### config.mk
export PLATFORM = sky130hd
export DESIGN_NAME = dm_arbiter
export DESIGN_NICKNAME = d
export VERILOG_FILES = /design/src/rtl/dm_arbiter.sv
export SDC_FILE = /design/constraint.sdc
export NUM_CORES = 1
export LEC_CHECK = 0
export ABC_AREA = 1
export BUFFER_PORTS_ARGS = -buffer_cell sky130_fd_sc_hd__buf_2
export CAP_MARGIN = 0
export CELL_PAD_IN_SITES_DETAIL_PLACEMENT = 0
export CELL_PAD_IN_SITES_GLOBAL_PLACEMENT = 1
export CORE_ASPECT_RATIO = 0.75
export CORE_MARGIN = 5
export CORE_UTILIZATION = 26
export DETAILED_ROUTE_END_ITERATION = 10
export HOLD_SLACK_MARGIN = 0.12
export PLACE_DENSITY = 0.86
export SKIP_CTS_REPAIR_TIMING = 1
export SYNTH_ARGS = -nofsm -noshare
export SYNTH_HDL_FRONTEND = slang
export SYNTH_SLANG_ARGS = --single-unit
### constraint.sdc
create_clock -name clk -period 1.85 [get_ports clk]
set_input_delay 0.185 -clock clk [delete_from_list [all_inputs] [get_ports clk]]
set_output_delay 0.185 -clock clk [all_outputs]
set_load 0.05 [all_outputs]
### src/rtl/dm_arbiter.sv
// Round-robin arbiter sharing the single-port data memory between two requesters.
// Builds byte enables/lane data, flags illegal accesses, and returns extended load data one cycle later.
module dm_arbiter #(
    parameter logic [31:0] ADDR_MAX = 32'h0000_2fff,
    parameter int          LOCK_MAX = 8
) (
    input  logic        clk,
    input  logic        reset,
    input  logic        m0_req,
    input  logic        m0_we,
    input  logic [31:0] m0_addr,
    input  logic [31:0] m0_wdata,
    input  logic [1:0]  m0_size,
    input  logic        m0_sext,
    input  logic        m0_lock,
    output logic        m0_gnt,
    output logic        m0_rvalid,
    output logic [31:0] m0_rdata,
    output logic        m0_err,
    input  logic        m1_req,
    input  logic        m1_we,
    input  logic [31:0] m1_addr,
    input  logic [31:0] m1_wdata,
    input  logic [1:0]  m1_size,
    input  logic        m1_sext,
    input  logic        m1_lock,
    output logic        m1_gnt,
    output logic        m1_rvalid,
    output logic [31:0] m1_rdata,
    output logic        m1_err,
    output logic [31:0] dm_A,
    output logic        dm_MemWrite,
    output logic [31:0] dm_WD,
    output logic [3:0]  dm_BE,
    input  logic [31:0] dm_RD
);
    localparam int            CW    = $clog2(LOCK_MAX + 1);
    localparam logic [CW-1:0] LMAX  = CW'(LOCK_MAX);

    logic [1:0]        req, lock, gnt;
    logic              own_act, gnt_vld, win;
    logic              last_q, last_d;
    logic              own_vld_q, own_vld_d, own_id_q, own_id_d;
    logic [CW-1:0]     cnt_q, cnt_d;
    logic              we, sext, legal;
    logic [31:0]       addr, wdata, wd, rdata_d, sh_b, sh_h;
    logic [1:0]        size;
    logic [3:0]        be;
    logic [1:0]        rvalid_q, err_q;
    logic [1:0][31:0]  rdata_q;

    assign req  = {m1_req, m0_req};
    assign lock = {m1_lock, m0_lock};

    always_comb begin
        own_act = own_vld_q && req[own_id_q] && lock[own_id_q] && (cnt_q < LMAX);
        gnt_vld = (|req) && !reset;
        if (own_act)           win = own_id_q;
        else if (req == 2'b11) win = ~last_q;
        else                   win = req[1];
        gnt = gnt_vld ? (win ? 2'b10 : 2'b01) : 2'b00;
    end

    assign m0_gnt = gnt[0];
    assign m1_gnt = gnt[1];

    assign addr  = win ? m1_addr  : m0_addr;
    assign wdata = win ? m1_wdata : m0_wdata;
    assign size  = win ? m1_size  : m0_size;
    assign we    = win ? m1_we    : m0_we;
    assign sext  = win ? m1_sext  : m0_sext;

    always_comb begin
        legal = (addr <= ADDR_MAX);
        be    = 4'b0000;
        wd    = wdata;
        case (size)
            2'b00: begin
                be = 4'b0001 << addr[1:0];
                wd = {4{wdata[7:0]}};
            end
            2'b01: begin
                be = addr[1] ? 4'b1100 : 4'b0011;
                wd = {2{wdata[15:0]}};
                if (addr[0]) legal = 1'b0;
            end
            2'b10: begin
                be = 4'b1111;
                if (addr[1:0] != 2'b00) legal = 1'b0;
            end
            default: legal = 1'b0;
        endcase
    end

    assign dm_A        = gnt_vld ? addr : 32'h0;
    assign dm_WD       = gnt_vld ? wd : 32'h0;
    assign dm_BE       = (gnt_vld && legal) ? be : 4'b0000;
    assign dm_MemWrite = gnt_vld && legal && we;

    // Lane extraction from the word DM returns for the granted address.
    always_comb begin
        sh_b = dm_RD >> {addr[1:0], 3'b000};
        sh_h = dm_RD >> {addr[1], 4'b0000};
        case (size)
            2'b00:   rdata_d = sext ? {{24{sh_b[7]}}, sh_b[7:0]} : {24'h0, sh_b[7:0]};
            2'b01:   rdata_d = sext ? {{16{sh_h[15]}}, sh_h[15:0]} : {16'h0, sh_h[15:0]};
            default: rdata_d = dm_RD;
        endcase
    end

    // Lock window saturates at LOCK_MAX so the owner loses priority until ownership changes.
    always_comb begin
        last_d    = last_q;
        own_vld_d = 1'b0;
        own_id_d  = own_id_q;
        cnt_d     = '0;
        if (gnt_vld) begin
            last_d = win;
            if (lock[win]) begin
                own_vld_d = 1'b1;
                own_id_d  = win;
                if (own_vld_q && own_id_q == win)
                    cnt_d = (cnt_q == LMAX) ? cnt_q : cnt_q + 1'b1;
                else
                    cnt_d = CW'(1);
            end
        end
    end

    always_ff @(posedge clk) begin
        if (reset) begin
            last_q    <= 1'b1;
            own_vld_q <= 1'b0;
            own_id_q  <= 1'b0;
            cnt_q     <= '0;
            rvalid_q  <= 2'b00;
            err_q     <= 2'b00;
            rdata_q   <= '0;
        end else begin
            last_q    <= last_d;
            own_vld_q <= own_vld_d;
            own_id_q  <= own_id_d;
            cnt_q     <= cnt_d;
            rvalid_q  <= gnt;
            for (int i = 0; i < 2; i++) begin
                err_q[i] <= gnt[i] && !legal;
                if (gnt[i]) rdata_q[i] <= (legal && !we) ? rdata_d : 32'h0;
            end
        end
    end

    assign m0_rvalid = rvalid_q[0];
    assign m1_rvalid = rvalid_q[1];
    assign m0_err    = err_q[0];
    assign m1_err    = err_q[1];
    assign m0_rdata  = rdata_q[0];
    assign m1_rdata  = rdata_q[1];
endmodule

# Word level (Yosys, flattened, before mapping)
# Index checks and enable logic that the tools add are counted.
# word_totals
reg_bits	75
inputBits	174
out_inout_bits	139
# op_classes
shifts	3
add_sub_neg	1
magnitude_cmp	4
n_eq_ne	6
muxes	31
bitwise_logic	4
reduce_logical	20
# ops
cell	n
32-bit two-way mux	7
32-bit one-hot mux with 2 select lines	2
32-bit by 14-bit less-or-equal comparator with 1-bit output, second input constant	1
32-bit by 5-bit >> shifter with 16-bit output	1
32-bit by 5-bit >> shifter with 8-bit output	1
1-bit two-way mux	15
4-bit one-hot mux with 3 select lines	1
1-bit logical AND	10
4-bit two-way mux	2
2-bit two-way mux	3
4-bit by 1-bit adder with 4-bit output, second input constant	1
2-bit == test, second input constant	2
4-bit == test, second input constant	1
1-bit by 2-bit less-than comparator with 1-bit output, second input constant	2
4-bit less-than comparator, second input constant	1
1-bit NOT	4
2-bit OR reduction	2
4-bit OR reduction	1
1-bit by 2-bit << shifter with 4-bit output, first input constant	1
1-bit logical NOT	3
1-bit one-hot mux with 3 select lines	1
3-bit OR reduction	1
2-bit by 1-bit == test with 1-bit output, second input constant	1
2-bit logical NOT	1
other kinds (4)	4

# Depth between registers and ports, before layout
# depth
depth_word	12
mapped_depth	18

# Worst setup path after synthesis
# OpenSTA, ideal clock, no wires.
# synth_timing
kind	reg2out
start	reg cnt_q[3]
end	out dm_WD[19]
setup_slack_ps	-1141
required_time_ps	1665
path_buffers	3
arrival_ps	2806
path_stages_with_launch	15
path_cell_list	dfxtp_1 -> inv_2 -> nand3_1 -> nand2_1 -> nand2_1 -> nand2_2 -> nand2_4 -> buf_6 -> inv_2 -> nand2_1 -> nand2_2 -> clkbuf_1 -> buf_2 -> nor2_1 -> a311oi_1
# synth_via
elab_chain_cells	7
elab_cells_between_ends	9
cone_classes	order compare (1); eq/ne (1); mux (5); reduce/logical (2)
# synth_rtl
element	line	text
start: declaration	44	logic [CW-1:0] cnt_q, cnt_d;
start signal: assignment	143	cnt_q <= cnt_d;
4-bit less-than comparator *	56	own_act = own_vld_q && req[own_id_q] && lock[own_id_q] && (cnt_q < LMAX);
1-bit logical AND *	56	
1-bit two-way mux *	58	if (own_act) win = own_id_q;
2-bit two-way mux	69	assign size = win ? m1_size : m0_size;
2-bit by 1-bit == test with 1-bit output / 2-bit logical NOT (equally long branches)	77	case (size)
32-bit one-hot mux with 2 select lines *	77	
32-bit two-way mux *	96	assign dm_WD = gnt_vld ? wd : 32'h0;
end: declaration	33	output logic [31:0] dm_WD,
# Mark *: on every way between the ends. The rest lies on a longest branch, timed or not.

# Worst setup path after layout
# layout_timing
start	reg last_q
end	out dm_MemWrite
# layout_via
elab_chain_cells	9
elab_cells_between_ends	16
cone_classes	order compare (1); eq/ne (2); mux (8); bitwise (1); reduce/logical (4)
# layout_rtl
element	line	text
start: declaration	42	logic last_q, last_d;
start signal: assignment	140	last_q <= last_d;
1-bit NOT *	59	else if (req == 2'b11) win = ~last_q;
1-bit two-way mux *	59	
1-bit two-way mux *	58	
32-bit two-way mux	67	assign addr = win ? m1_addr : m0_addr;
32-bit by 14-bit less-or-equal comparator with 1-bit output / 2-bit nonzero test (equally long branches)	74, 89	
1-bit two-way mux, on equally long branches	89, 85	
1-bit one-hot mux with 3 select lines	77	
1-bit logical AND	98	assign dm_MemWrite = gnt_vld && legal && we;
1-bit logical AND *	98	
end: declaration	32	output logic dm_MemWrite,
# Marks and branches as above.

==> key figures <==
Clock tree
  • CTS tree: done
  • Clock H-tree levels: 3
  • Clk slew on worst S/H paths: 0.07 ns
  • Worst-skew pair later-pin latency: 0.34 ns
  • CTS max path bufs: 2
  • Clock sinks: 75
  • CTS buffer count: 9
  • Root Buffer: clkbuf_16

Synth
  • Post-synthesis adder-cell area fraction: 0.470%
  • Fraction of registers with async set/reset: 0%
  • Post-Syn Instances: 864
  • Number of synthesized flops with an enable pin: 0
  • Post-synth top area share: 28.2%
  • Most frequent cell after synthesis: nand2_1
  • Post-synthesis mux area share: 0%
  • Post-synthesis compound-gate area fraction: 20.9%
  • Post-synthesis sequential area ratio: 28.2%
  • Ys Warns: 0
  • Top cells by area, synth: dfxtp_1 (28%), nand2_1 (17%), a21oi_1 (9.0%)
  • Post-synthesis register bit count: 75
  • Mapped Nets: 1040
  • Post-Synth XOR/XNOR Area: 0.165%
  • Yosys cell types: 40
  • Synthesized area: 5320 um2
  • Syn Area/Cell: 6.16 um2
  • Combinational family with the most area after synthesis: simple AND/OR/NAND/NOR gates
  • Ys flop type: dfxtp_1
  • Simple-Gate Fraction of Synth Area: 37.6%
  • Post-synth top area cell: dfxtp_1
  • Post-synth top cells: nand2_1 (243), nor2_1 (102), a21oi_1 (96)

STA
  • Final setup vio count: 142
  • Slew HR: 56.2%
  • Pins Over Slew Limit: 0
  • Max Freq: 0.379 GHz
  • Fin worst setup slack: -0.789 ns
  • Final period utilization: 143%
  • Worst slew pin tran: 0.656 ns
  • Clock period minus worst slack: 2.64 ns
  • Fin Clk Skew: 0.00728 ns
  • RSZ-0062 raised after global routing: true
  • Final number of hold-violating endpoints: 0

Routing
  • Vias/cell: 4.70
  • Vias: 7203
  • First-pass iteration count of the detailed router: 5
  • DRT Wirelength: 26100 um
  • Wire length per cell: 17.0 um
  • DR DRC count: 0
  • Starting DRT DRC Count: 489
  • Final ANT Viol Nets: 0

Power
  • PD cells: 708 nW/um2
  • Overall power: 7.28 mW
  • Pleak: 5.03 nW
  • Peak supply drop: 0.481 mV

Floorplan
  • Die Span X: 175 um
  • Die ar.: 23500 um2
  • Die height: 134 um
  • # rows: 45
  • Top Ports: 313
  • Starting density of the core: 26.4%
  • Core box area: 20200 um2

Worst setup path
  • Crit-path max FO: 8
  • Worst setup EP type: output pin
  • Crit path launch type: flip-flop
  • Crit Path Class: reg -> out
  • Crit path required time: 1.66 ns
  • Crit path DAT: 2.45 ns

GRT
  • Initial antenna violation count: 1
  • Largest net degree at the start of global routing: 65
  • Total grt overflow: 0
  • First-pass GRT wire length: 36900 um
  • Total GRT Usage: 19.7%
  • Vias in the first global route: 6622

Status
  • Failing checks: negative setup slack
  • Status: finished with violations

Placement
  • Place WS: -0.557 ns
  • HPWL Detailed: 19600 um
  • RD Place Congestion: 0.842
  • IO Port Bufs: 312

Finish
  • Nets@finish: 1444
  • Ant. Diodes: 0
  • Share of cells above drive strength 1: 54.8%
  • Area grow syn2layout: 93.3%

Worst hold path
  • Tightest Hold Check Type: in -> reg

Job
  • Maxcap violations: 0
[final cells by class]
class / instances / area, um2
clock buffers: 9 / 225
clock inverters: 7 / 80.1
fillers: 1940 / 9870
inverters: 96 / 378
multi-input cells: 636 / 4350
flip-flops and latches: 75 / 1500
well taps: 258 / 323
repair buffers: 450 / 3420
[cell usage in the layout, fill, tap and decap left out, types with 2 or more instances in the layout]
cell / synthesis / routed
buf_2: 10 / 267
nand2_1: 243 / 207
buf_4: 5 / 94
inv_1: 90 / 74
dfxtp_1: 75 / 73
a21oi_1: 96 / 68
nor2_1: 102 / 56
buf_6: 6 / 43
nor2_4: 2 / 34
a21oi_2: 1 / 29
nand2_2: 6 / 28
o21ai_0: 40 / 27
buf_12: 0 / 26
nand3b_1: 23 / 23
nand3_1: 24 / 22
inv_2: 6 / 19
nor2_2: 3 / 17
nand3_2: 17 / 17
clkbuf_16: 0 / 16
or2_2: 13 / 13
nand2_4: 1 / 12
buf_8: 2 / 11
o21ai_4: 0 / 10
a31oi_4: 0 / 9
o221ai_4: 0 / 8
a311oi_4: 0 / 7
o21bai_4: 0 / 7
a22oi_1: 7 / 7
o21ai_2: 3 / 6
o21ai_1: 5 / 5
a31oi_1: 12 / 3
a21boi_1: 1 / 3
nand3_4: 1 / 3
nand2_8: 0 / 3
inv_8: 0 / 3
inv_6: 0 / 3
a21boi_2: 0 / 2
ha_1: 2 / 2
dfxtp_2: 0 / 2
[cells by family (layout without fill, tap and decap cells)]
| group | Yosys count | count (layout) |
|---|---|---|
| adder cells (fa/ha/maj) | 2 | 2 |
| AO/OA/AOI/OAI | 194 | 194 |
| buffers and inverters | 153 | 562 |
| XOR/XNOR | 1 | 1 |
| flip-flops | 75 | 75 |
| AND/OR/NAND/NOR | 439 | 439 |
[registers in the layout (all words and copies together) (netlist names)]
register	cells
err_q	2
cnt_q	4
own_vld_q	1
m0_rdata	32
last_q	1
own_id_q	1
rvalid_q	2
m1_rdata	32
[metrics by stage]
stage                     util [%]  hold WS, ns  instance area, um2  cells  setup TNS [ns]
after floorplan                  -        0.254                6140    864          -17.72
after global placement        42.9        0.457                8640   1479          -44.30
after detailed placement      42.9        0.466                8640   1479          -47.54
after CTS                     44.4        0.136                8950   1495          -72.02
after global routing          51.0        0.160               10300   1531          -93.99
final                         51.0        0.156               10300   1531          -74.12
[where the power goes]
part | leakage [nW] | internal [mW] | switching, mW
clock | 0.149 | 1.07 | 0.769
sequential | 0.623 | 1.77 | 0.0863
combinational | 4.26 | 1.30 | 2.29
[critical path, cell delays in order, from the launching register on]
cell and delay (ns):
dfxtp_1 0.35, inv_1 0.07, a21oi_2 0.18, nand2_4 0.11, nand2_8 0.12, clkbuf_16 0.17
nand2_1 0.07, nand2_2 0.07, nand2_1 0.05, nor2_1 0.11, nand2_1 0.09, nor2_2 0.16
nand2_2 0.10, inv_4 0.09, nand2_8 0.08, nor2_4 0.11, buf_6 0.17
[routing by layer]
layer | global-route usage, % | up-vias | wire (um)
li1 | - | 3599 | -
met1 | 26.9 | 3304 | 11600
met2 | 31.5 | 270 | 12200
met3 | 6.03 | 28 | 1990
met4 | 2.57 | 2 | 291
met5 | 0 | - | 13
[path summary, 6_finish.rpt]
path | start | endpoint | slack (ns) | cells after the start
worst min-delay path | reset | rvalid_q[1] | 0.16 | 2
worst max register to register | last_q | m0_rdata[7] | -0.70 | 17
worst max-delay path | last_q | dm_MemWrite | -0.79 | 16
worst min register to register | m1_rdata[13] | m1_rdata[13] | 0.49 | 2
(Power assumes the default switching activity.)
